**src/rtl/shift_frame_ctrl.sv**
```systemverilog
// Purpose: serial shift-frame sequencer; loads a parallel word, shifts it out LSB-first while capturing serial_in.
// Latency: accept to rx_valid is F*DIV+1 cycles (F = N, or N+1 with parity); next accept F*DIV+2 cycles after the previous one.
// Backpressure: tx_ready is high only in IDLE (and not before the first clock after reset); tx input is ignored while a frame runs.
// Optional feature macro: SHIFT_PARITY_EN appends an even-parity bit to each frame and checks it on receive.
module shift_frame_ctrl #(
  parameter int N   = 8,
  parameter int DIV = 4
) (
  input  logic         clk,
  input  logic         reset,
  input  logic [N-1:0] tx_data,
  input  logic         tx_valid,
  output logic         tx_ready,
  input  logic         serial_in,
  output logic         serial_out,
  output logic         busy,
  output logic [N-1:0] rx_data,
  output logic         rx_valid,
  output logic         rx_parity_err
);

`ifdef SHIFT_PARITY_EN
  localparam int F = N + 1;
`else
  localparam int F = N;
`endif
  localparam int BW = $clog2(N + 2);
  localparam int DW = $clog2(DIV + 1);
  localparam logic [BW-1:0] BIT_LAST = BW'(F - 1);
  localparam logic [DW-1:0] DIV_LAST = DW'(DIV - 1);

  typedef enum logic [1:0] {IDLE, SHIFT, DONE} state_t;

  state_t          state_q, state_d;
  logic            ready_en_q;
  logic [F-1:0]    sr_q;
  logic [BW-1:0]   bit_cnt_q;
  logic [DW-1:0]   div_cnt_q;
  logic            accept;
  logic            bit_end;
  logic            frame_end;
  logic [F-1:0]    sr_shift;
  logic [F-1:0]    sr_load;

  // The register is one frame wide, so after F shifts the received frame sits in it LSB-aligned.
  assign sr_shift  = {serial_in, sr_q[F-1:1]};
  assign bit_end   = (state_q == SHIFT) && (div_cnt_q == DIV_LAST);
  assign frame_end = bit_end && (bit_cnt_q == BIT_LAST);

`ifdef SHIFT_PARITY_EN
  // Parity is latched into the top bit at accept so it goes out right after the data bits.
  assign sr_load = {^tx_data, tx_data};
`else
  assign sr_load = tx_data;
`endif

  // State register.
  always_ff @(posedge clk or negedge reset) begin
    if (!reset) state_q <= IDLE;
    else        state_q <= state_d;
  end

  // Next-state and handshake/status outputs.
  always_comb begin
    state_d    = state_q;
    tx_ready   = 1'b0;
    busy       = 1'b0;
    rx_valid   = 1'b0;
    serial_out = 1'b0;
    accept     = 1'b0;
    case (state_q)
      IDLE: begin
        tx_ready = ready_en_q;
        accept   = tx_valid && ready_en_q;
        if (accept) state_d = SHIFT;
      end
      SHIFT: begin
        busy       = 1'b1;
        serial_out = sr_q[0];
        if (frame_end) state_d = DONE;
      end
      DONE: begin
        busy     = 1'b1;
        rx_valid = 1'b1;
        state_d  = IDLE;
      end
      default: state_d = IDLE;
    endcase
  end

  // Shift register, bit/divider counters and captured word.
  always_ff @(posedge clk or negedge reset) begin
    if (!reset) begin
      ready_en_q <= 1'b0;
      sr_q       <= '0;
      bit_cnt_q  <= '0;
      div_cnt_q  <= '0;
      rx_data    <= '0;
    end else begin
      ready_en_q <= 1'b1;
      if (accept) begin
        sr_q      <= sr_load;
        bit_cnt_q <= '0;
        div_cnt_q <= '0;
      end else if (state_q == SHIFT) begin
        if (bit_end) begin
          sr_q      <= sr_shift;
          bit_cnt_q <= bit_cnt_q + BW'(1);
          div_cnt_q <= '0;
        end else begin
          div_cnt_q <= div_cnt_q + DW'(1);
        end
      end
      // Capture on the final shift edge so rx_data is already valid during DONE.
      if (frame_end) rx_data <= sr_shift[N-1:0];
    end
  end

`ifdef SHIFT_PARITY_EN
  logic rx_perr_q;

  // Parity check result for the frame being completed, exposed only alongside rx_valid.
  always_ff @(posedge clk or negedge reset) begin
    if (!reset)         rx_perr_q <= 1'b0;
    else if (frame_end) rx_perr_q <= (^sr_shift[N-1:0]) ^ sr_shift[N];
  end

  assign rx_parity_err = rx_valid & rx_perr_q;
`else
  assign rx_parity_err = 1'b0;
`endif

endmodule

```
**config.mk**
```make
export PLATFORM = sky130hd
export DESIGN_NAME = shift_frame_ctrl
export DESIGN_NICKNAME = d
export VERILOG_FILES = /design/src/rtl/shift_frame_ctrl.sv
export SDC_FILE = /design/constraint.sdc
export NUM_CORES = 1
export LEC_CHECK = 0
export BUFFER_PORTS_ARGS = -buffer_cell sky130_fd_sc_hd__buf_2
export CORE_MARGIN = 1.5
export CORE_UTILIZATION = 40
export CTS_CLUSTER_SIZE = 40
export DETAILED_ROUTE_END_ITERATION = 8
export SLEW_MARGIN = 20
export SYNTH_ARGS = -nofsm -noshare
export SYNTH_HDL_FRONTEND = slang
export SYNTH_SLANG_ARGS = --single-unit
```
**constraint.sdc**
```tcl
create_clock -name clk -period 1.8 [get_ports clk]
set_clock_uncertainty 0.15 [all_clocks]
set_input_delay 0.36 -clock clk [delete_from_list [all_inputs] [get_ports clk]]
set_output_delay 0.36 -clock clk [all_outputs]
set_load 0.02 [all_outputs]
```
==> impl_metrics.py <==
metrics = {
    "worst_setup_path": {
        "timing.rr.end": "rx_data[1]",
        "r2r_slack_ns": 0.11,
        "r2r_cells": 5,
        "cp-end-kind": "output pin",
        "cp_data_required_time_ns": 1.29,
        "cp-start-kind": "flop",
        "path_max_fanout": 2,
        "critPathArrivalTime_ns": 1.29,
        "r2r-start": "state_q[1]",
        "worstSetupPathType": "reg -> out",
    },
    "grt": {
        "grt_pass1_vias": 865,
        "grt_max_degree": 27,
        "grt_pass1_wl_um": 4008,
        "grt_usage_pct": 15.34,
        "gr-total-overflow": 0,
        "grt_antenna_before_repair": 0,
    },
    "synth": {
        "yosysSeqAreaShare_pct": 51.59,
        "yosysTopAreaCell": "dfrtp_1",
        "avgSynthCellArea_um2": 11.57,
        "synth_area_leaders": "dfrtp_1 52%, mux2_2 7.1%, ha_1 6.9%, mux2i_1 6.3%, nand2_1 4.2%",
        "ys.flop_type": "dfrtp_1",
        "ys_types": 30,
        "synth_edf_count": 0,
        "ys_ff_latch": 26,
        "syn_inst": 109,
        "ys_warn_count": 0,
        "synth_nets": 128,
        "synthArstFlopShare_pct": 100.0,
        "synth_top_area_share_pct": 51.59,
        "syn_area_mm2": 0.001261,
    },
    "route": {
        "vias": 866,
        "first_pass_iters": 2,
        "routed_wl_um": 2397,
        "wl_per_cell_um": 13.03,
        "drc": 0,
        "drt-vias-per-instance": 4.707,
        "antenna_left": 0,
        "drtIter0Drc": 3,
    },
    "final_layout": {
        "antenna_cells": 0,
        "fin_nets": 160,
        "final_common_cell": "dfrtp_1",
        "final_cell_mix": "25 x dfrtp_1, 20 x buf_2, 14 x nand2_1",
        "syn_to_final_growth_pct": 24.40,
        "layout-drive-gt1-share_pct": 39.29,
        "layout.cells.non_filler": 184,
        "fin_util_pct": 51.82,
    },
    "power_and_ir_drop": {
        "fin_total_pwr_mw": 2.100,
        "ir_worst_vdd_uv": 566.8,
        "power_density_mw_per_mm2": 1338,
        "p_leak_nw": 0.8045,
    },
    "timing": {
        "min_period_over_period_pct": 99.94,
        "slew_headroom_pct": 61.58,
        "maxSlewViolCount": 0,
        "fin_crit_ns": 1.799,
        "setup_viol": 0,
        "fmax_mhz": 555.9,
        "rsz0062_at_grt": "yes",
        "worst_slew_pin_slew_ns": 0.5763,
        "hold_viol": 0,
    },
    "status": {
        "outcome": "finished clean",
    },
    "floorplan": {
        "core_area_mm2": 0.003028,
        "die-area_mm2": 0.003499,
        "num_rows": 20,
        "die_x_um": 59.15,
        "ioPinCount": 25,
        "start_util_pct": 41.65,
        "die_h_um": 59.15,
    },
    "clock_network": {
        "cts_buffer_depth": 2,
        "htreeDepth": 1,
        "root_buffer": "clkbuf_4",
        "cts_buffers": 3,
        "cts.sinks": 26,
        "path_clk_slew_ns": 0.15,
        "clk_latency_ns": 0.32,
        "cts_tree": "done",
    },
    "worst_hold_path": {
        "min_to": "sr_q[5]",
        "hold_class": "in -> reg",
        "min_path_cells": 3,
        "hold_path_startpoint": "tx_data[5]",
    },
    "placement": {
        "io_buffers": 23,
        "gp_congestion": 0.6851,
        "dpl.cell_count": 175,
        "hpwlAfterDp_um": 1656,
    },
    "run": {
        "cap_viol_max_count": 0,
    },
}
==> cells in the mapped netlist (all sizes together), types with 2 or more instances <==
cell    n
ha      7
a21oi   3
dfrtp  26
and2    2
nand3   4
buf     5
mux2i   8
o21ai  10
inv     4
nand2  14
conb    2
mux2   11
nor2    4
==> layout make-up <==
type / count / area (um2)
fillers: 274 / 1459
flip-flops and latches: 26 / 651.9
multi-input cells: 73 / 583.1
repair buffers: 33 / 227.7
well taps: 44 / 55.05
clock buffers: 4 / 36.28
inverters: 4 / 15.01
==> report_power, final <==
group          switching [mW]  internal (mW)
logic                   0.443          0.480
clock network           0.171          0.124
registers               0.133          0.749
total                   0.747           1.35
==> kinds of logic after synthesis <==
kind of cell | after synthesis | synth area share, %
simple gates | 29 | 12.70
mux | 19 | 16.17
fa+ha+maj | 7 | 6.944
compound gates | 14 | 6.051
flops | 26 | 51.59
xor+xnor | 2 | 1.389
buf+inv | 10 | 4.562
other cells | 2 | 0.5955
==> through the flow <==
step,setup slack [ns],hold slack (ns),instance area (um2),TNS [ns]
6_report,0.001093,0.09154,1569,0
3_3_place_gp,0.1209,0.2486,1439,0
5_1_grt,-0.07621,0.08332,1569,-0.1338
2_1_floorplan,0.1285,-0.08559,1261,0
3_5_place_dp,0.09274,0.2499,1439,0
4_1_cts,-0.01801,0.08264,1549,-0.02379
==> per-layer routing <==
metal / share of wire, % / up-vias / track usage, % / wire (um)
met5: 0 / - / 0 / 0
met2: 52 / 14 / 25.40 / 1244
met1: 45 / 420 / 20.45 / 1071
li1: - / 430 / - / -
met4: 0.46 / 0 / 4.870 / 11
met3: 2.9 / 2 / 2.620 / 69
==> flip-flops by register name, indices dropped and copies added (netlist names) <==
| name | count |
|---|---|
| div_cnt_q | 3 |
| state_q | 2 |
| rx_data | 8 |
| ready_en_q | 1 |
| sr_q | 8 |
| bit_cnt_q | 4 |
==> critical path: stages (launching register included) <==
cell     delay, ns
dfrtp_1       0.39
inv_2         0.07
buf_6         0.12
ha_4          0.15
and2_4        0.13
buf_6         0.12
==> how the worst max path moves through the flow <==
stage | startpoint | to | slack, ns | cells past startpoint
2_1_floorplan | state_q[1] | rx_data[7] | 0.13 | 6
3_3_place_gp | state_q[1] | rx_data[2] | 0.12 | 5
3_5_place_dp | state_q[1] | rx_data[3] | 0.09 | 5
4_1_cts | state_q[1] | tx_ready | -0.02 | 5
5_1_grt | state_q[1] | tx_ready | -0.08 | 5
6_report | state_q[1] | tx_ready | 0.001 | 5
==> what timing repair did <==
item / 4_1_cts / 5_1_grt
hold endpoints to repair: 26 / 0
setup buffers: 3 / 2
gates resized for setup: 14 / 2
hold buffers: 1 / 0
endpoints found under the setup margin: 3 / 4
pin swaps: 2 / 1
(Power assumes the default switching activity.)
